==> src/rtl/fwd_pkg.sv <==
// fwd_pkg: shared select encodings, stage tag types and forwarding helpers
package fwd_pkg;
  localparam int REG_AW = 5;
  localparam logic [1:0] FWD_REG = 2'b00;
  localparam logic [1:0] FWD_WB  = 2'b01;
  localparam logic [1:0] FWD_MEM = 2'b10;
  typedef struct packed {
    logic              valid;
    logic [REG_AW-1:0] rd;
    logic              regwrite;
  } stage_tag_t;
  typedef struct packed {
    stage_tag_t        tag;
    logic [REG_AW-1:0] rs1;
    logic [REG_AW-1:0] rs2;
    logic              memread;
  } ex_tag_t;
  function automatic logic writes_rs(stage_tag_t t, logic [REG_AW-1:0] rs);
    return t.valid && t.regwrite && t.rd != '0 && t.rd == rs;
  endfunction
  // MEM holds the younger result, so it wins over WB on a double match
  function automatic logic [1:0] fwd_sel(stage_tag_t mem, stage_tag_t wb, logic [REG_AW-1:0] rs);
    return writes_rs(mem, rs) ? FWD_MEM : writes_rs(wb, rs) ? FWD_WB : FWD_REG;
  endfunction
endpackage

==> src/rtl/fwd_stage_tag.sv <==
// fwd_stage_tag: one pipeline tracking register with bubble insert
// Ports: clk_i/rst_n_i clock and async active-low reset, bubble_i loads all-zero
// (valid=0) instead of d_i, d_i next tag, q_o current tag.
module fwd_stage_tag #(
  parameter int W = 7
) (
  input  logic         clk_i,
  input  logic         rst_n_i,
  input  logic         bubble_i,
  input  logic [W-1:0] d_i,
  output logic [W-1:0] q_o
);
  logic [W-1:0] r_q;
  always_ff @(posedge clk_i or negedge rst_n_i)
    if (!rst_n_i) r_q <= '0;
    else r_q <= bubble_i ? '0 : d_i;
  assign q_o = r_q;
endmodule

==> src/rtl/fwd_ctrl_unit.sv <==
// fwd_ctrl_unit: EX operand forwarding selects and load-use stall detection
// Ports: clk_i, rst_n_i (async active-low); id_* decoded ID instruction; flush_i
// squashes the instruction leaving ID; ex_fwd_a_o/ex_fwd_b_o registered mux selects
// (00 regfile, 01 WB, 10 MEM); hazard_stall_o combinational load-use stall;
// stall_cnt_o saturating stall count when FWD_STALL_CNT_EN is defined, else 0.
module fwd_ctrl_unit #(
  parameter int REG_AW = 5,
  parameter int CNT_W  = 32
) (
  input  logic              clk_i,
  input  logic              rst_n_i,
  input  logic              id_valid_i,
  input  logic [REG_AW-1:0] id_rs1_i,
  input  logic [REG_AW-1:0] id_rs2_i,
  input  logic [REG_AW-1:0] id_rd_i,
  input  logic              id_regwrite_i,
  input  logic              id_memread_i,
  input  logic              flush_i,
  output logic [1:0]        ex_fwd_a_o,
  output logic [1:0]        ex_fwd_b_o,
  output logic              hazard_stall_o,
  output logic [CNT_W-1:0]  stall_cnt_o
);
  import fwd_pkg::*;
  ex_tag_t    w_ex_d, w_ex_q;
  stage_tag_t w_mem_q, w_wb_q;
  logic       w_ex_bubble;
  logic [1:0] r_fwd_a, r_fwd_b;
  assign hazard_stall_o = id_valid_i && w_ex_q.tag.valid && w_ex_q.memread && w_ex_q.tag.rd != '0 &&
                          (w_ex_q.tag.rd == id_rs1_i || w_ex_q.tag.rd == id_rs2_i);
  assign w_ex_bubble = !id_valid_i || hazard_stall_o || flush_i;
  assign w_ex_d = '{tag: '{valid: 1'b1, rd: id_rd_i, regwrite: id_regwrite_i},
                    rs1: id_rs1_i, rs2: id_rs2_i, memread: id_memread_i};
  fwd_stage_tag #(.W($bits(ex_tag_t))) u_ex (
    .clk_i(clk_i), .rst_n_i(rst_n_i), .bubble_i(w_ex_bubble), .d_i(w_ex_d), .q_o(w_ex_q)
  );
  fwd_stage_tag #(.W($bits(stage_tag_t))) u_mem (
    .clk_i(clk_i), .rst_n_i(rst_n_i), .bubble_i(1'b0), .d_i(w_ex_q.tag), .q_o(w_mem_q)
  );
  fwd_stage_tag #(.W($bits(stage_tag_t))) u_wb (
    .clk_i(clk_i), .rst_n_i(rst_n_i), .bubble_i(1'b0), .d_i(w_mem_q), .q_o(w_wb_q)
  );
  // Selects are computed for the next EX occupant against the next MEM (current EX)
  // and next WB (current MEM), so they are stable for the whole EX cycle.
  always_ff @(posedge clk_i or negedge rst_n_i)
    if (!rst_n_i) begin
      r_fwd_a <= FWD_REG;
      r_fwd_b <= FWD_REG;
    end else begin
      r_fwd_a <= w_ex_bubble ? FWD_REG : fwd_sel(w_ex_q.tag, w_mem_q, id_rs1_i);
      r_fwd_b <= w_ex_bubble ? FWD_REG : fwd_sel(w_ex_q.tag, w_mem_q, id_rs2_i);
    end
  assign ex_fwd_a_o = r_fwd_a;
  assign ex_fwd_b_o = r_fwd_b;
`ifdef FWD_STALL_CNT_EN
  logic [CNT_W-1:0] r_stall_cnt;
  always_ff @(posedge clk_i or negedge rst_n_i)
    if (!rst_n_i) r_stall_cnt <= '0;
    else if (hazard_stall_o && !(&r_stall_cnt)) r_stall_cnt <= r_stall_cnt + 1'b1;
  assign stall_cnt_o = r_stall_cnt;
`else
  assign stall_cnt_o = '0;
`endif
endmodule
==> config.mk <==
export PLATFORM = sky130hd
export DESIGN_NAME = fwd_ctrl_unit
export DESIGN_NICKNAME = d
export VERILOG_FILES = /design/src/rtl/fwd_pkg.sv /design/src/rtl/fwd_stage_tag.sv /design/src/rtl/fwd_ctrl_unit.sv
export SDC_FILE = /design/constraint.sdc
export NUM_CORES = 1
export LEC_CHECK = 0
export ABC_AREA = 1
export CAP_MARGIN = 15
export CELL_PAD_IN_SITES_DETAIL_PLACEMENT = 1
export CELL_PAD_IN_SITES_GLOBAL_PLACEMENT = 1
export CORE_MARGIN = 2
export CORE_UTILIZATION = 31
export CTS_BUF_LIST = sky130_fd_sc_hd__clkbuf_2 sky130_fd_sc_hd__clkbuf_4 sky130_fd_sc_hd__clkbuf_8
export DETAILED_ROUTE_END_ITERATION = 8
export PLACE_DENSITY_LB_ADDON = 0.1
export SYNTH_ARGS = -nofsm -noshare
export SYNTH_HDL_FRONTEND = slang
export SYNTH_SLANG_ARGS = --single-unit
==> constraint.sdc <==
create_clock -name clk_i -period 1.9 [get_ports clk_i]
set_input_delay 0.19 -clock clk_i [delete_from_list [all_inputs] [get_ports clk_i]]
set_output_delay 0.19 -clock clk_i [all_outputs]
set_load 0.05 [all_outputs]
# Word level (Yosys, flattened, before mapping)
# Cells that the tools add are included.
dict set report word_totals {
  reg_bits 29
  latchBits 0
  ramBits 0
  rom_bits 0
  inputBits 21
  output_inout_bits 37
  wordCells 33
  n_memories 0
}
dict set report op_classes {
  addsub 0
  multipliers 0
  div_mod_pow 0
  magnitude_cmp 0
  eq_ne 4
  shift 0
  mux 7
  bitwise 0
  n_reduce_logical 18
}
# op count
set ops {}
lappend ops {{== test 5 bit} 4}
lappend ops {{two-way mux 18 bit} 1}
lappend ops {{logical AND 1 bit} 12}
lappend ops {{nonzero test 5 bit} 2}
lappend ops {{two-way mux 2 bit} 4}
lappend ops {{logical OR 1 bit} 3}
lappend ops {{two-way mux 1 bit} 2}
lappend ops {{logical NOT 1 bit} 1}

# Logic depth before layout (Yosys ltp)
dict set report depth {
  depth_word 7
  depth_mapped 10
  ltp_nobuf 9
}

# Cells and area by module
# From an unflattened synthesis, not the netlist that was laid out.
dict set report hier_totals {
  cells_unflattened 205
  area_unflattened_um2 1619.1
}
# module n_inst cells_each area_per_inst_um2 seq_area_each_um2
set modules_own_cells {}
lappend modules_own_cells {fwd_ctrl_unit 1 128 779.5 100.1}
lappend modules_own_cells {{fwd_stage_tag (u_ex)} 1 56 611.8 450.4}
lappend modules_own_cells {{fwd_stage_tag (u_mem)} 1 21 227.7 175.2}

# Worst setup path before layout
# No wires, ideal clock.
dict set report synth_path {
  path_type {register to output}
  start {reg u_ex.r_q[12], in the netlist u_ex.q_o[12]}
  end {out hazard_stall_o}
  arrival_ps 1140
  t_required_ps 1710
  setup_slack_ps 570
  path_stages_with_launch 8
  path_buffers 0
  path_cell_list {dfrtp_1 > nor2_1 > nor2_1 > nor2_1 > nand3_1 > nand2_1 > nand2_2 > inv_1}
}
dict set report synth_via {
  elab_chain_len 3
  word_cells_on_any_way 6
  cone_classes {eq/ne (2); reduce/logical (4)}
}
# element line_no
set synth_lines {}
lappend synth_lines {{from (decl)} fwd_stage_tag.sv:13} ;# logic [W-1:0] r_q;
lappend synth_lines {{from (signal assigned)} fwd_stage_tag.sv:16} ;# else r_q <= bubble_i ? '0 : d_i;
lappend synth_lines {{== test 5 bit or nonzero test 5 bit (tied branches)} {fwd_ctrl_unit.sv:30, fwd_ctrl_unit.sv:29}}
lappend synth_lines {{logical OR 1 bit or logical AND 1 bit (tied branches)} {fwd_ctrl_unit.sv:30, fwd_ctrl_unit.sv:29}}
lappend synth_lines {{logical AND 1 bit *} fwd_ctrl_unit.sv:29} ;# assign hazard_stall_o = id_valid_i && w_ex_q.tag.valid && w_ex_q.memread && w_ex_q.tag.rd != '0 &&
lappend synth_lines {{to (decl)} fwd_ctrl_unit.sv:21} ;# output logic hazard_stall_o,
# Mark *: on every way between the ends. The rest lies on a longest branch, timed or not.

# Worst setup path after layout
dict set report layout_path {
  start {in id_rs2_i[2]}
  end {out hazard_stall_o}
}
dict set report layout_via {
  elab_chain_len 3
}
# element line_no
set layout_lines {}
lappend layout_lines {{from (decl)} fwd_ctrl_unit.sv:14} ;# input logic [REG_AW-1:0] id_rs2_i,
lappend layout_lines {{== test 5 bit} fwd_ctrl_unit.sv:30} ;# (w_ex_q.tag.rd == id_rs1_i || w_ex_q.tag.rd == id_rs2_i);
lappend layout_lines {{logical OR 1 bit} fwd_ctrl_unit.sv:30}
lappend layout_lines {{logical AND 1 bit} fwd_ctrl_unit.sv:29}
# No other way between the ends.

==> results.md <==
Status:
- The run finished with clean final reports.

Floorplan:
- In this run the vertical extent of the chip is about 67 um.
- The initialized floorplan defines 22 standard-cell rows.
- The floorplan step defined a die boundary enclosing around 4400 um^2.
- The core area is 3716 um^2.
- For this configuration, the core starts out at a cell density of 32.69%.
- In this run the count of I/O pins placed on the die edge is a little under 60.
- The width of the chip is about 67 um.

Clocking:
- The root buffer selected by CTS is clkbuf_8.
- The number of sinks on the clock net is 19.
- The number of setup buffers added after CTS is 0.
- In this run the number of H-tree levels came out at 1.
- The CTS tree is built.
- For this design, the CTS-stage hold fixing added 0 buffers.
- Clock-pin slew was measured on the worst setup and hold paths at 0.08 ns.
- In this run, CTS created clock tree buffers numbering 3.
- In this run the deepest clock path goes through 2 buffers.
- The clock reaches the later pin of the worst-skew pair after around 0.26 ns.

Global routing:
- The number of global-route vias before repair is about 940.
- The largest net degree at the start of global routing is 20.
- The first global-routing pass estimated between 4000 and 5000 um of wire.
- The number of antenna violations at the first check in global routing is 0.
- The total congestion overflow after global routing is 0.
- The overall global routing resource usage is between 10% and 20%.

STA:
- On the final layout, the worst hold slack is ~0.26 ns.
- The count of endpoints failing setup in the final report is 0.
- The maximum clock frequency is a little under 600 MHz.
- The final count of hold timing violations is 0.
- After routing, the total negative slack on setup checks comes to 0 ns.
- After layout, the minimum clock period comes to 1.728 ns.
- The worst clock skew is 0.006064 ns.
- The post-route fraction of the period consumed by the critical path is between 90 and 100%.
- The final-report max-slew violation count is 0.
- Setup repair after global routing left no endpoint under its margin.
- Headroom to the max-slew limit came out at around 67%.
- The transition time of the tightest slew-check pin is 0.4969 ns.

Placed design:
- The cell count after placement is around 230.
- The last weighted congestion value of the routability-driven placer is between 0.7 and 0.8.
- The detailed-placement wirelength estimate is between 2000 and 2500 um.
- Buffers placed on the I/O ports in this run total 25.

Worst setup path:
- The maximum fanout encountered on the critical timing path is 3.
- The endpoint identified for the worst register-to-register timing path is ex_fwd_b_o[0].
- The kind of launch point of the worst setup path is a primary input.
- The reg-to-reg setup timing slack is roughly 0.50 ns.
- The worst setup path is captured at a primary output.
- The number of cells on the worst reg-to-reg path is 9.
- The type of the worst setup path is in -> out.
- The data arrival time of the worst path is ~1.5 ns.
- In this run the critical register-to-register path is launched from u_ex.q_o[15].
- STA puts the critical path data required time at around 1.7 ns.

Routing:
- For this run, design rule violations remaining after detail routing come to 0.
- The detailed-route wire length on metal 1 is around 990 um.
- The met3 wire length is 130 um.
- The wire length per cell is around 10 um.
- The via count normalized by instance count is 3.885.
- The amount of wire on met2 after detailed routing is between 1000 and 1500 um.
- The post-detailed-route count of antenna-violating nets is 0.
- In this run, the number of DRC markers left after iteration 0 of detailed routing was 21.
- The first detailed-routing pass took 2 iterations.
- For this block, the via count after detailed routing is around 910.
- The total length of routed wires is roughly 2400 um.
- After detailed routing, no signal wire sits above met4.

Synthesis:
- The largest total area in the synthesized netlist belongs to dfrtp_1.
- The number of synthesized register bits is 19.
- In the post-synthesis netlist, the biggest area contributors are dfrtp_1, buf_4, nand2_1, inv_1, nor2_1.
- The share of the yosys chip area belonging to registers is ~39%.
- The area share of the largest cell type after synthesis is approximately two fifths.
- Synthesis handed over a netlist of roughly 160 instances.
- The total number of yosys warnings is 0.
- Averaged over all synthesized cells, the footprint is between 7 and 8 um^2.
- The synthesized cell area is between 1000 and 1500 um^2.
- The number of distinct standard cells referenced by the synthesized netlist is 16.

Cells and area:
- The most frequent standard cell in the layout excluding fill and tap cells is conb_1.
- The layout cell share with drive strength beyond 1 is under 10%.
- The area growth from synthesis to layout is 20.08%.
- After the last flow step, the layout net total stands at about 210.
- The top cell types in the final layout, fill and taps aside, are conb_1, nand2_1, inv_1.
- 0 antenna diodes ended up in the layout.
- Cells fill 39.26% of the core in the end.
- Once layout is complete, the cells apart from fillers number 235.

Hold path:
- The path class of the lowest-slack min-delay path is in -> async.

Pwr:
- The reported leakage power is 0.8154 nW.
- The power density over cell area is around 700 nW/um^2.
- The worst-case IR drop observed on VDD is 0.3060 mV.
- Power comes to between 0.9 and 1 mW.

Run:
- The max capacitance violation total is 0.
==> worst max-delay path by stage <==
stage	startpoint	end	slack, ns
after CTS	id_rs2_i[3]	hazard_stall_o	0.12
after global routing	u_ex.q_o[14]	hazard_stall_o	0.005
final	id_rs2_i[2]	hazard_stall_o	0.17
after detailed placement	id_rs2_i[3]	hazard_stall_o	0.13
after global placement	id_rs2_i[3]	hazard_stall_o	0.18
after floorplan	u_ex.q_o[12]	hazard_stall_o	0.57
==> repair_timing <==
| action | 4_1_cts | 5_1_grt |
|---|---|---|
| gates resized for setup | 0 | 1 |
| setup endpoints to repair | 0 | 1 |
| endpoints found under the hold margin | 0 | 0 |
==> cell type report <==
| cell class | count | area (um^2) |
|---|---|---|
| clock buffer | 4 | 48.80 |
| fill | 485 | 2257 |
| inverter | 27 | 101.3 |
| multi-input combinational | 111 | 503.0 |
| sequential | 19 | 475.5 |
| tap | 48 | 60.06 |
| timing repair buffer | 26 | 270.3 |
==> through the flow <==
stage | worst slack, ns | area (um^2)
final | 0.1717 | 1459
after global routing | 0.004855 | 1459
after CTS | 0.1213 | 1456
after detailed placement | 0.1273 | 1408
after global placement | 0.1790 | 1408
after floorplan | 0.5703 | 1331
==> synthesized netlist by cell type (all sizes together) <==
| library cell | n |
|---|---|
| inv | 27 |
| nand3b | 1 |
| buf | 33 |
| and2 | 1 |
| nand4 | 2 |
| conb | 1 |
| dfrtp | 19 |
| xnor2 | 9 |
| nand3 | 5 |
| xor2 | 3 |
| nor2 | 24 |
| nor3 | 1 |
| nand2 | 33 |
==> kinds of logic (layout without fill, tap and decap cells) <==
kind of cell  after synthesis  after routing  share of synthesized area, %
other cells                 1             32                        0.3087
flops                      19             19                         39.14
buf+inv                    60             57                         29.04
xor+xnor                   12             12                         8.652
simple gates               67             67                         22.86
==> worst max-delay path, cell delays in order <==
cell and delay, ns:
clkdlybuf4s50_1 0.52, inv_1 0.05, nand2_1 0.05, nand2_1 0.05
nor2_1 0.12, nand3_1 0.13, nand2_1 0.10, nand2_2 0.06
inv_1 0.10, buf_12 0.14
==> layer usage <==
layer / vias up / GRT usage (%)
li1: 453 / -
met1: 424 / 14.18
met2: 32 / 22.63
met3: 4 / 2.027
met4: 0 / 3.827
met5: - / 0
==> flip-flops by register name, summed over array words and instances (netlist names) <==
| name | count |
|---|---|
| u_ex.q_o | 8 |
| u_mem.q_o | 7 |
| ex_fwd_a_o | 2 |
| ex_fwd_b_o | 2 |
==> where the power goes <==
part / total [mW] / switching (mW) / internal, mW
registers: 0.429 / 0.0117 / 0.417
clock network: 0.302 / 0.139 / 0.164
logic: 0.267 / 0.198 / 0.0688
total: 0.998 / 0.348 / 0.649
(Power assumes the default switching activity.)
